==> config.mk <==
export PLATFORM = sky130hd
export DESIGN_NAME = branch_predict_flat
export DESIGN_NICKNAME = d
export VERILOG_FILES = /design/src/rtl/branch_predict_pkg.sv /design/src/rtl/branch_predict_if.sv /design/src/rtl/branch_cmp.sv /design/src/rtl/branch_predict.sv /design/src/flat_wrapper.sv
export SDC_FILE = /design/constraint.sdc
export NUM_CORES = 1
export LEC_CHECK = 0
export CAP_MARGIN = 0
export CORE_MARGIN = 5
export CORE_UTILIZATION = 52
export CTS_BUF_LIST = sky130_fd_sc_hd__clkbuf_4 sky130_fd_sc_hd__clkbuf_8
export DETAILED_ROUTE_END_ITERATION = 7
export GPL_TIMING_DRIVEN = 0
export PLACE_DENSITY = 0.9
export SKIP_CTS_REPAIR_TIMING = 1
export SLEW_MARGIN = 20
export SYNTH_ARGS = -nofsm -noshare
export SYNTH_HDL_FRONTEND = slang
export SYNTH_SLANG_ARGS = --single-unit
==> constraint.sdc <==
create_clock -name CLK -period 9 [get_ports CLK]
set_clock_uncertainty 0.15 [all_clocks]
set_input_delay 1.8 -clock CLK [delete_from_list [all_inputs] [get_ports CLK]]
set_output_delay 1.8 -clock CLK [all_outputs]
set_load 0.005 [all_outputs]
==> src/rtl/branch_predict_pkg.sv <==
// Shared definitions for the branch predictor: funct3 branch encodings and the
// 2-bit saturating counter states with their update rule.
package branch_pkg;

    localparam logic [2:0] BEQ  = 3'd0;
    localparam logic [2:0] BNE  = 3'd1;
    localparam logic [2:0] BLT  = 3'd4;
    localparam logic [2:0] BGE  = 3'd5;
    localparam logic [2:0] BLTU = 3'd6;
    localparam logic [2:0] BGEU = 3'd7;

    typedef enum logic [1:0] {
        SNT = 2'b00,
        WNT = 2'b01,
        WT  = 2'b10,
        ST  = 2'b11
    } ctr_e;

    // Saturating step toward taken (+1) or not-taken (-1).
    function automatic ctr_e ctr_next(input ctr_e c, input logic taken);
        ctr_e r;
        r = c;
        if (taken) begin
            if (c != ST) r = ctr_e'(2'(c + 2'd1));
        end else begin
            if (c != SNT) r = ctr_e'(2'(c - 2'd1));
        end
        return r;
    endfunction

endpackage

==> src/rtl/branch_predict_if.sv <==
// Fetch/execute-side signal bundle of the branch predictor.
// There is no handshake: every output is a combinational function of the current
// inputs and registered state, and HLT is the only flow control (it freezes updates).
interface branch_predict_if #(
    parameter int XLEN = 32
);
    logic            HLT;
    logic [XLEN-1:0] FPC;
    logic [XLEN-1:0] FSIMM;
    logic            FBCC;
    logic            PRED_TAKEN;
    logic [XLEN-1:0] PRED_PC;
    logic [2:0]      FCT3;
    logic [XLEN-1:0] U1REG;
    logic [XLEN-1:0] U2REG;
    logic [XLEN-1:0] PC;
    logic [XLEN-1:0] SIMM;
    logic [XLEN-1:0] DADDR;
    logic            JAL;
    logic            JALR;
    logic            BCC;
    logic            PTAKEN;
    logic            JREQ;
    logic [XLEN-1:0] JVAL;
    logic [XLEN-1:0] NBR;
    logic [XLEN-1:0] NMISS;

    modport master (
        output HLT, FPC, FSIMM, FBCC, FCT3, U1REG, U2REG, PC, SIMM, DADDR,
               JAL, JALR, BCC, PTAKEN,
        input  PRED_TAKEN, PRED_PC, JREQ, JVAL, NBR, NMISS
    );

    modport slave (
        input  HLT, FPC, FSIMM, FBCC, FCT3, U1REG, U2REG, PC, SIMM, DADDR,
               JAL, JALR, BCC, PTAKEN,
        output PRED_TAKEN, PRED_PC, JREQ, JVAL, NBR, NMISS
    );

endinterface

==> src/rtl/branch_cmp.sv <==
// Branch condition evaluator: resolves funct3 against two operands.
module branch_cmp
    import branch_pkg::*;
#(
    parameter int XLEN = 32
) (
    input  logic [2:0]      fct3,
    input  logic [XLEN-1:0] u1,
    input  logic [XLEN-1:0] u2,
    output logic            bmux
);

    always_comb begin
        bmux = 1'b0;
        case (fct3)
            BEQ:     bmux = (u1 == u2);
            BNE:     bmux = (u1 != u2);
            BLT:     bmux = ($signed(u1) <  $signed(u2));
            BGE:     bmux = ($signed(u1) >= $signed(u2));
            BLTU:    bmux = (u1 <  u2);
            BGEU:    bmux = (u1 >= u2);
            default: bmux = 1'b0;
        endcase
    end

endmodule

==> src/rtl/branch_predict.sv <==
// Bimodal branch predictor: 2-bit counter table read at fetch, trained at execute,
// plus redirect generation and retired-branch / mispredict statistics.
module branch_predict
    import branch_pkg::*;
#(
    parameter int         XLEN      = 32,
    parameter int         BHT_DEPTH = 16,
    parameter logic [1:0] CNT_INIT  = 2'b01
) (
    input logic             CLK,
    input logic             RES,
    branch_predict_if.slave bp
);

    localparam int IDX_W = $clog2(BHT_DEPTH);

    logic [IDX_W-1:0] f_idx;
    logic [IDX_W-1:0] x_idx;
    logic [1:0]       f_cnt;
    logic             bmux;
    logic             upd;
    logic             miss;

    ctr_e            cnt_q [BHT_DEPTH];
    ctr_e            cnt_d [BHT_DEPTH];
    logic [XLEN-1:0] nbr_q, nbr_d;
    logic [XLEN-1:0] nmiss_q, nmiss_d;

    assign f_idx = bp.FPC[IDX_W+1:2];
    assign x_idx = bp.PC[IDX_W+1:2];

    branch_cmp #(.XLEN(XLEN)) u_cmp (
        .fct3 (bp.FCT3),
        .u1   (bp.U1REG),
        .u2   (bp.U2REG),
        .bmux (bmux)
    );

    // Fetch side reads registered counters only, so a same-cycle update is not visible.
    always_comb begin
        f_cnt         = cnt_q[f_idx];
        bp.PRED_TAKEN = bp.FBCC & f_cnt[1];
        bp.PRED_PC    = bp.PRED_TAKEN ? (bp.FPC + bp.FSIMM) : (bp.FPC + XLEN'(4));
    end

    always_comb begin
        bp.JREQ = bp.JAL | bp.JALR | (bp.BCC & (bmux ^ bp.PTAKEN));
        if (bp.JALR)
            bp.JVAL = bp.DADDR;
        else if (bp.BCC && !bmux)
            bp.JVAL = bp.PC + XLEN'(4);
        else
            bp.JVAL = bp.PC + bp.SIMM;
        bp.NBR   = nbr_q;
        bp.NMISS = nmiss_q;
    end

    assign upd  = bp.BCC & ~bp.HLT;
    assign miss = bmux ^ bp.PTAKEN;

    always_comb begin
        cnt_d   = cnt_q;
        nbr_d   = nbr_q;
        nmiss_d = nmiss_q;
        if (upd) begin
            cnt_d[x_idx] = ctr_next(cnt_q[x_idx], bmux);
            if (nbr_q != '1) nbr_d = nbr_q + XLEN'(1);
            if (miss && nmiss_q != '1) nmiss_d = nmiss_q + XLEN'(1);
        end
    end

    always_ff @(posedge CLK or posedge RES) begin
        if (RES) begin
            for (int i = 0; i < BHT_DEPTH; i++) cnt_q[i] <= ctr_e'(CNT_INIT);
            nbr_q   <= '0;
            nmiss_q <= '0;
        end else begin
            cnt_q   <= cnt_d;
            nbr_q   <= nbr_d;
            nmiss_q <= nmiss_d;
        end
    end

endmodule

==> src/flat_wrapper.sv <==
// flat-port wrapper written by rule: the top's interface ports become plain ports
module branch_predict_flat import branch_pkg::*;
#(
    parameter int         XLEN      = 32,
    parameter int         BHT_DEPTH = 16,
    parameter logic [1:0] CNT_INIT  = 2'b01
)
  (CLK, RES, bp_HLT, bp_FPC, bp_FSIMM, bp_FBCC, bp_FCT3, bp_U1REG, bp_U2REG, bp_PC, bp_SIMM, bp_DADDR, bp_JAL, bp_JALR, bp_BCC, bp_PTAKEN, bp_PRED_TAKEN, bp_PRED_PC, bp_JREQ, bp_JVAL, bp_NBR, bp_NMISS);
  branch_predict_if #(.XLEN(XLEN)) bp_i ();
  input logic CLK;
  input logic RES;
  input wire logic [$bits(bp_i.HLT)-1:0] bp_HLT;
  input wire logic [$bits(bp_i.FPC)-1:0] bp_FPC;
  input wire logic [$bits(bp_i.FSIMM)-1:0] bp_FSIMM;
  input wire logic [$bits(bp_i.FBCC)-1:0] bp_FBCC;
  input wire logic [$bits(bp_i.FCT3)-1:0] bp_FCT3;
  input wire logic [$bits(bp_i.U1REG)-1:0] bp_U1REG;
  input wire logic [$bits(bp_i.U2REG)-1:0] bp_U2REG;
  input wire logic [$bits(bp_i.PC)-1:0] bp_PC;
  input wire logic [$bits(bp_i.SIMM)-1:0] bp_SIMM;
  input wire logic [$bits(bp_i.DADDR)-1:0] bp_DADDR;
  input wire logic [$bits(bp_i.JAL)-1:0] bp_JAL;
  input wire logic [$bits(bp_i.JALR)-1:0] bp_JALR;
  input wire logic [$bits(bp_i.BCC)-1:0] bp_BCC;
  input wire logic [$bits(bp_i.PTAKEN)-1:0] bp_PTAKEN;
  output wire logic [$bits(bp_i.PRED_TAKEN)-1:0] bp_PRED_TAKEN;
  output wire logic [$bits(bp_i.PRED_PC)-1:0] bp_PRED_PC;
  output wire logic [$bits(bp_i.JREQ)-1:0] bp_JREQ;
  output wire logic [$bits(bp_i.JVAL)-1:0] bp_JVAL;
  output wire logic [$bits(bp_i.NBR)-1:0] bp_NBR;
  output wire logic [$bits(bp_i.NMISS)-1:0] bp_NMISS;
  assign bp_i.HLT = bp_HLT;
  assign bp_i.FPC = bp_FPC;
  assign bp_i.FSIMM = bp_FSIMM;
  assign bp_i.FBCC = bp_FBCC;
  assign bp_i.FCT3 = bp_FCT3;
  assign bp_i.U1REG = bp_U1REG;
  assign bp_i.U2REG = bp_U2REG;
  assign bp_i.PC = bp_PC;
  assign bp_i.SIMM = bp_SIMM;
  assign bp_i.DADDR = bp_DADDR;
  assign bp_i.JAL = bp_JAL;
  assign bp_i.JALR = bp_JALR;
  assign bp_i.BCC = bp_BCC;
  assign bp_i.PTAKEN = bp_PTAKEN;
  assign bp_PRED_TAKEN = bp_i.PRED_TAKEN;
  assign bp_PRED_PC = bp_i.PRED_PC;
  assign bp_JREQ = bp_i.JREQ;
  assign bp_JVAL = bp_i.JVAL;
  assign bp_NBR = bp_i.NBR;
  assign bp_NMISS = bp_i.NMISS;
  branch_predict #(.XLEN(XLEN), .BHT_DEPTH(BHT_DEPTH), .CNT_INIT(CNT_INIT)) u_core (.CLK(CLK), .RES(RES), .bp(bp_i));
endmodule
==> flow_metrics.py, run 1 <==
metrics = {
    "timing": {
        "worstMarginPinSlew_ns": 0.7994,
        "fmax_mhz": 122.9,
        "rsz0062_at_grt": "false",
        "setup_tns_ns": 0,
        "slew_headroom_pct": 46.29,
        "hold_viol": 0,
        "finalSetupViolations": 0,
        "final_max_slew_viol_count": 0,
        "fin_crit_sh_pct": 90.39,
        "final_period_minus_worst_setup_slack_ns": 8.135,
    },
    "status": {
        "outcome": "finished clean",
    },
    "setup_path": {
        "crit_arrival_ns": 6.18,
        "cpPeakStageDelay_ns": 0.54,
        "cp-start-kind": "primary input",
        "cpMaxStageDelayCell": "clkdlybuf4s50_1",
        "worstPathMaxFanout": 4,
        "cp_common_cell": "o21ai_0",
        "timing.rr.start": "u_core.bp.NBR[14]",
        "crit_type": "primary input to output port",
        "startpoint": "bp_FPC[0]",
        "crit_end": "bp_PRED_PC[30]",
        "path_cells": "clkdlybuf4s50_1 > ha_1 > inv_1 > fa_1 > nor2b_1 > nor3_1 > o21ai_0 > a311oi_1 > o21ai_0 > a41oi_1 > a211o_1 > o21a_1 > xor2_1 > o21ai_0 > clkdlybuf4s50_1",
        "cp_data_required_time_ns": 7.05,
        "rr_worst_depth": 12,
        "end_kind": "output port",
        "r2r_setup_slack_ns": 5.64,
        "r2r_end": "u_core.bp.NBR[28]",
    },
    "job": {
        "max_cap_violations": 0,
    },
    "clock_network": {
        "cts_root_buf": "clkbuf_8",
        "cts_buffers": 9,
        "clk_path_buf_depth": 2,
        "cts_tree": "yes",
        "clk_pin_slew_worst_paths_ns": 0.10,
        "cts_sinks": 96,
        "insertion_delay_ns": 0.38,
        "cts_max_level": 3,
    },
    "synthesis": {
        "ys_warn_count": 0,
        "syn_nets": 1576,
        "ys_seq_elements": 96,
        "ys_seq_area_share_pct": 22.84,
        "synth_cell_type_count": 76,
        "synthFlopType": "dfrtp_1",
        "synth_edf_count": 0,
        "synth_area_per_cell_sq_um": 8.567,
        "synthesis.area_sq_um": 10610,
        "async_flop_share_pct": 100.0,
        "synth_cells": 1238,
    },
    "grt": {
        "grt_antenna_before_repair": 0,
        "grt_use_total_pct": 29.22,
        "overflow": 0,
        "grt_max_degree": 55,
        "grt_pass1_vias": 11000,
        "grt_first_pass_wirelength_um": 56330,
    },
    "drt": {
        "drt_wl_total_um": 36040,
        "route.detailed.drc": 0,
        "drtPass1Iterations": 5,
        "first_iter_violations": 646,
        "postRouteAntennaNets": 0,
        "wl_per_cell_um": 19.08,
        "vias": 11070,
        "viasPerCell": 5.861,
    },
    "power_and_ir_drop": {
        "internal-power_mw": 1.078,
        "combPwrFrac_pct": 46.9,
        "p_sw_mw": 0.5725,
        "clkPwrFrac_pct": 19.7,
        "vdd_drop_max_mv": 0.1327,
        "swShare_pct": 34.69,
        "power.density_nw_per_um2": 111.2,
        "p_total_mw": 1.650,
        "p_seq_share_pct": 33.5,
        "p_leak_nw": 6.497,
    },
    "die": {
        "initial_core_util_pct": 52.59,
        "die_h_um": 152.8,
        "rows": 52,
        "die_w_um": 152.8,
        "fp.dieArea_sq_um": 23350,
        "top_level_ports": 365,
        "core_area_sq_um": 20170,
    },
    "placed_design": {
        "hpwl_um": 29490,
        "place_congestion": 0.9592,
        "port-buffer-count": 364,
    },
    "layout": {
        "antenna_cells": 0,
        "nets": 1952,
        "area_growth_pct": 39.98,
        "fillers": 1498,
        "final_cell_mix": "clkdlybuf4s50_1 (364), nand2_1 (131), ha_1 (101), xnor2_1 (99)",
        "layout_commonest_cell": "clkdlybuf4s50_1",
        "drive_gt1_share_pct": 8.524,
    },
    "worst_hold_path": {
        "hp-class": "flip-flop to flip-flop",
    },
}
-- critical path, delay by kind of cell --
family          cells  cell delay, ns
compound gates      7            2.21
buf+inv             3            1.14
fa+ha+maj           2            0.66
simple gates        2            0.22
xor+xnor            1            0.15
-- area by class of cell --
type / instances / area [sq um] / area share, %
timing repair buffer: 365 / 3671 / 24.73
tap: 270 / 337.8 / 2.275
buffer: 35 / 157.7 / 1.062
clock buffer: 9 / 123.9 / 0.8343
clock inverter: 7 / 102.6 / 0.6910
inverter: 54 / 207.7 / 1.399
multi-input combinational: 1053 / 7824 / 52.70
sequential: 96 / 2422 / 16.32
-- sequential cells by signal, indices dropped and copies added, names as in the netlist --
signal and count:
u_core.cnt_q 32, u_core.bp.NMISS 32, u_core.bp.NBR 32
-- worst min-delay path by stage --
stage,start,cells past startpoint,to
after floorplan,u_core.bp.NMISS[17],1,u_core.bp.NMISS[17]
after global placement,u_core.bp.NMISS[20],1,u_core.bp.NMISS[20]
after detailed placement,u_core.bp.NMISS[17],1,u_core.bp.NMISS[17]
after CTS,u_core.bp.NMISS[17],1,u_core.bp.NMISS[17]
after global routing,u_core.bp.NBR[19],1,u_core.bp.NBR[19]
final,u_core.bp.NMISS[17],1,u_core.bp.NMISS[17]
-- power groups by stage --
| stage | logic (mW) | registers (mW) | clock network (mW) |
|---|---|---|---|
| floorplan | 0.404 | 0.546 | 0 |
| global placement | 0.738 | 0.551 | 0 |
| detailed placement | 0.765 | 0.555 | 0 |
| CTS | 0.771 | 0.550 | 0.326 |
| global route | 0.836 | 0.560 | 0.343 |
| finish | 0.774 | 0.552 | 0.325 |
-- kinds of logic (layout without fill, tap and decap cells) --
family,after synthesis,after routing,synth area share (%)
AO/OA/AOI/OAI,248,248,14.90
multiplexers,98,98,11.80
adder cells (fa/ha/maj),105,105,12.50
buffers and inverters,89,470,3.397
AND/OR/NAND/NOR,435,435,20.77
XOR/XNOR,167,167,13.79
flip-flops,96,96,22.84
-- metrics by stage --
step / instances / util [%] / area (sq um) / setup WS [ns] / hold WS (ns)
global placement: 1872 / 72.33 / 14590 / 0.9803 / 0.3222
finish: 1889 / 73.61 / 14850 / 0.8653 / 0.3454
global route: 1889 / 73.61 / 14850 / 0.7852 / 0.3767
floorplan: 1238 / - / 10610 / 2.614 / 0.3274
CTS: 1889 / 73.61 / 14850 / 0.9490 / 0.3477
detailed placement: 1873 / 72.49 / 14620 / 0.9645 / 0.3317
-- Yosys cell counts (34+ instances only) --
| cell | number | area, sq um |
|---|---|---|
| nor2_1 | 80 | 300.3 |
| nand2_1 | 131 | 491.7 |
| mux2_2 | 48 | 540.5 |
| a21oi_1 | 70 | 350.3 |
| o21ai_0 | 61 | 305.3 |
| inv_1 | 54 | 202.7 |
| nand3_1 | 62 | 310.3 |
| ha_1 | 101 | 1264 |
| xor2_1 | 68 | 595.6 |
| xnor2_1 | 99 | 867.1 |
| a21o_1 | 34 | 255.2 |
| dfrtp_1 | 80 | 2002 |
-- per-layer routing --
metal / vias to the layer above / GRT usage [%] / wire length, um / share of wire (%)
met3: 104 / 5.570 / 2453 / 6.8
met5: - / 0 / 0 / 0
li1: 5228 / - / - / -
met4: 0 / 12.39 / 1549 / 4.3
met2: 492 / 50.98 / 17790 / 49
met1: 5247 / 35.32 / 14240 / 40
No activity file was read; power rests on OpenSTA's default activity.
==> run 2, diff against run 1 <==
Settings changed: CORE_UTILIZATION 52 to 51, PLACE_DENSITY 0.9 to 0.89, SYNTH_HIERARCHICAL from default to 1.
==> run 2 against run 1 <==
The run now ends with design-rule violations left; wire length hardly changed; register-to-register slack better by 0.44 ns; die area fell by 0.19%; via count grew 0.22%; critical path type unchanged; largest power group unchanged; highest routed layer unchanged.
==> flow_metrics.py, run 2 <==
metrics = {
    "timing": {
        "slew_headroom_pct": 50.27,
        "setup_tns_ns": 0,
        "hold_viol": 0,
        "fmax_mhz": 114.7,
        "finalSetupViolations": 0,
        "worstMarginPinSlew_ns": 0.7391,
        "final_max_slew_viol_count": 0,
        "rsz0062_at_grt": "false",
        "final_period_minus_worst_setup_slack_ns": 8.718,
        "fin_crit_sh_pct": 96.87,
    },
    "placed_design": {
        "placed_cell_area_sq_um": 14400,
        "place_congestion": 0.9932,
        "port-buffer-count": 364,
        "hpwl_um": 29740,
    },
    "drt": {
        "vias": 11100,
        "first_iter_violations": 859,
        "wl_per_cell_um": 18.81,
        "drt_wl_total_um": 36060,
        "viasPerCell": 5.788,
        "postRouteAntennaNets": 0,
        "drtPass1Iterations": 8,
        "route.detailed.drc": 1,
    },
    "die": {
        "initial_core_util_pct": 51.47,
        "rows": 52,
        "core_area_sq_um": 20170,
        "top_level_ports": 365,
        "die_h_um": 152.7,
        "fp.dieArea_sq_um": 23310,
        "die_w_um": 152.7,
    },
    "layout": {
        "seq_area_sq_um": 2422,
        "fillers": 1549,
        "drive_gt1_share_pct": 7.108,
        "area_growth_pct": 40.39,
        "final_cell_mix": "clkdlybuf4s50_1 (364), nand2_1 (144), nor2_1 (105), ha_1 (101), xnor2_1 (93)",
        "nets": 1979,
        "layout_commonest_cell": "clkdlybuf4s50_1",
        "multi_input_area_sq_um": 7597,
        "stdcell_area_sq_um": 14570,
    },
    "synthesis": {
        "yosys.area.top_type": "dfrtp_1",
        "async_flop_share_pct": 100.0,
        "netlist_top_cells_area": "dfrtp_1 (19%), ha_1 (12%), xnor2_1 (7.8%), xor2_1 (6.2%), nand2_1 (5.2%)",
        "synth_cells": 1265,
        "synth_edf_count": 0,
        "ys_seq_elements": 96,
        "synth_commonest_cells": "nand2_1 (144), nor2_1 (105), ha_1 (101)",
        "synthFlopType": "dfrtp_1",
        "ys_warn_count": 6,
        "synth_area_per_cell_sq_um": 8.206,
        "synth_top_area_share_pct": 19.28,
        "synthesis.area_sq_um": 10380,
        "synth.most_common_cell": "nand2_1",
        "syn_nets": 1603,
        "synth_cell_type_count": 73,
        "ys_seq_area_share_pct": 23.33,
    },
    "setup_path": {
        "end_kind": "output port",
        "worstPathMaxFanout": 10,
        "cp-start-kind": "primary input",
        "crit_buf_inv": 5,
        "cp_data_required_time_ns": 7.05,
        "path_delay_family": "buffers and inverters",
        "crit_type": "primary input to output port",
        "cp_common_cell": "clkdlybuf4s50_1",
        "crit_arrival_ns": 6.77,
        "path_cells": "clkdlybuf4s50_1 > inv_1 > ha_1 > nand4_1 > nor4_1 > a311oi_1 > a211o_2 > nor3_2 > nand2b_1 > clkbuf_1 > buf_1 > a21oi_1 > o21ai_0 > clkdlybuf4s50_1",
        "cpMaxStageDelayCell": "buf_1",
        "cpPeakStageDelay_ns": 0.58,
    },
    "power_and_ir_drop": {
        "p_leak_nw": 6.348,
        "vdd_drop_max_mv": 0.1179,
        "power.density_nw_per_um2": 105.4,
    },
    "grt": {
        "grt_max_degree": 68,
        "grt_use_total_pct": 29.55,
        "overflow": 0,
        "grt_pass1_vias": 11010,
        "grt_first_pass_wirelength_um": 57360,
        "grt_antenna_before_repair": 1,
    },
    "clock_network": {
        "cts_tree": "yes",
        "cts_max_level": 3,
        "cts_sinks": 96,
        "cts_buffers": 9,
        "cts_root_buf": "clkbuf_8",
        "insertion_delay_ns": 0.36,
        "clk_path_buf_depth": 2,
        "clk_pin_slew_worst_paths_ns": 0.10,
    },
    "job": {
        "max_cap_violations": 0,
    },
    "status": {
        "outcome": "complete, but fails checks",
        "violations": "design-rule violations",
    },
    "worst_hold_path": {
        "hp-class": "flip-flop to flip-flop",
    },
}
## run 2: cell count changes after synthesis, moves of 8 or more
cell | previous run | this run
nor2_1 | 80 | 105
mux2i_1 | 31 | 3
nor3_1 | 29 | 19
o21ai_0 | 61 | 82
mux2_2 | 48 | 40
nand2_1 | 131 | 144
a21oi_1 | 70 | 86
## run 2: layout make-up
cell class / count / area share (%)
multi-input cells: 1074 / 52.13
repair buffers: 365 / 25.19
flip-flops and latches: 96 / 16.62
well taps: 270 / 2.318
inverters: 62 / 1.631
plain buffers: 33 / 0.8843
clock buffers: 9 / 0.8499
clock inverters: 7 / 0.3606
diodes: 1 / 0.01717
## run 2: logic make-up after synthesis
kind of cell	synth area share (%)
flip-flops	23.33
multiplexers	7.882
XOR/XNOR	14.01
buffers and inverters	3.483
adder cells (fa/ha/maj)	12.76
AND/OR/NAND/NOR	21.31
AO/OA/AOI/OAI	17.22
## run 2: worst paths after layout
kind / cells past startpoint / endpoint / from / slack [ns]
max: 14 / bp_JVAL[29] / bp_U2REG[14] / 0.28
min: 1 / u_core/bp.NMISS[10] / u_core/bp.NMISS[10] / 0.34
max reg2reg: 10 / u_core/bp.NBR[27] / u_core/bp.NBR[3] / 6.08
min reg2reg: 1 / u_core/bp.NMISS[10] / u_core/bp.NMISS[10] / 0.34
max in group asynchronous: 3 / u_core/cnt_q[14] / RES / 6.41
min in group asynchronous: 2 / u_core/bp.NMISS[5] / RES / 1.62
## run 2: per-stage QoR
stage / util (%) / instances / setup WS (ns) / total power, mW / hold slack [ns]
final: 72.26 / 1917 / 0.2816 / 1.537 / 0.3369
after global routing: 72.26 / 1917 / 0.1659 / 1.632 / 0.3484
after CTS: 72.25 / 1916 / 0.3867 / 1.540 / 0.3409
after detailed placement: 71.37 / 1900 / 0.4100 / 1.270 / 0.3239
after global placement: 71.21 / 1899 / 0.4485 / 1.247 / 0.3212
after floorplan: - / 1265 / 2.564 / 0.9184 / 0.3274
## run 2: where the power goes
group          internal [mW]  switching, mW
Sequential             0.491         0.0445
Clock                  0.104          0.161
Combinational          0.395          0.341
Total                  0.990          0.547
## run 2: routing by layer
metal	vias to the layer above	GRT usage [%]	wire (um)
li1	5281	-	-
met1	5263	37.88	15020
met2	479	51.70	17730
met3	72	5.339	2392
met4	0	7.340	913
met5	-	0	0
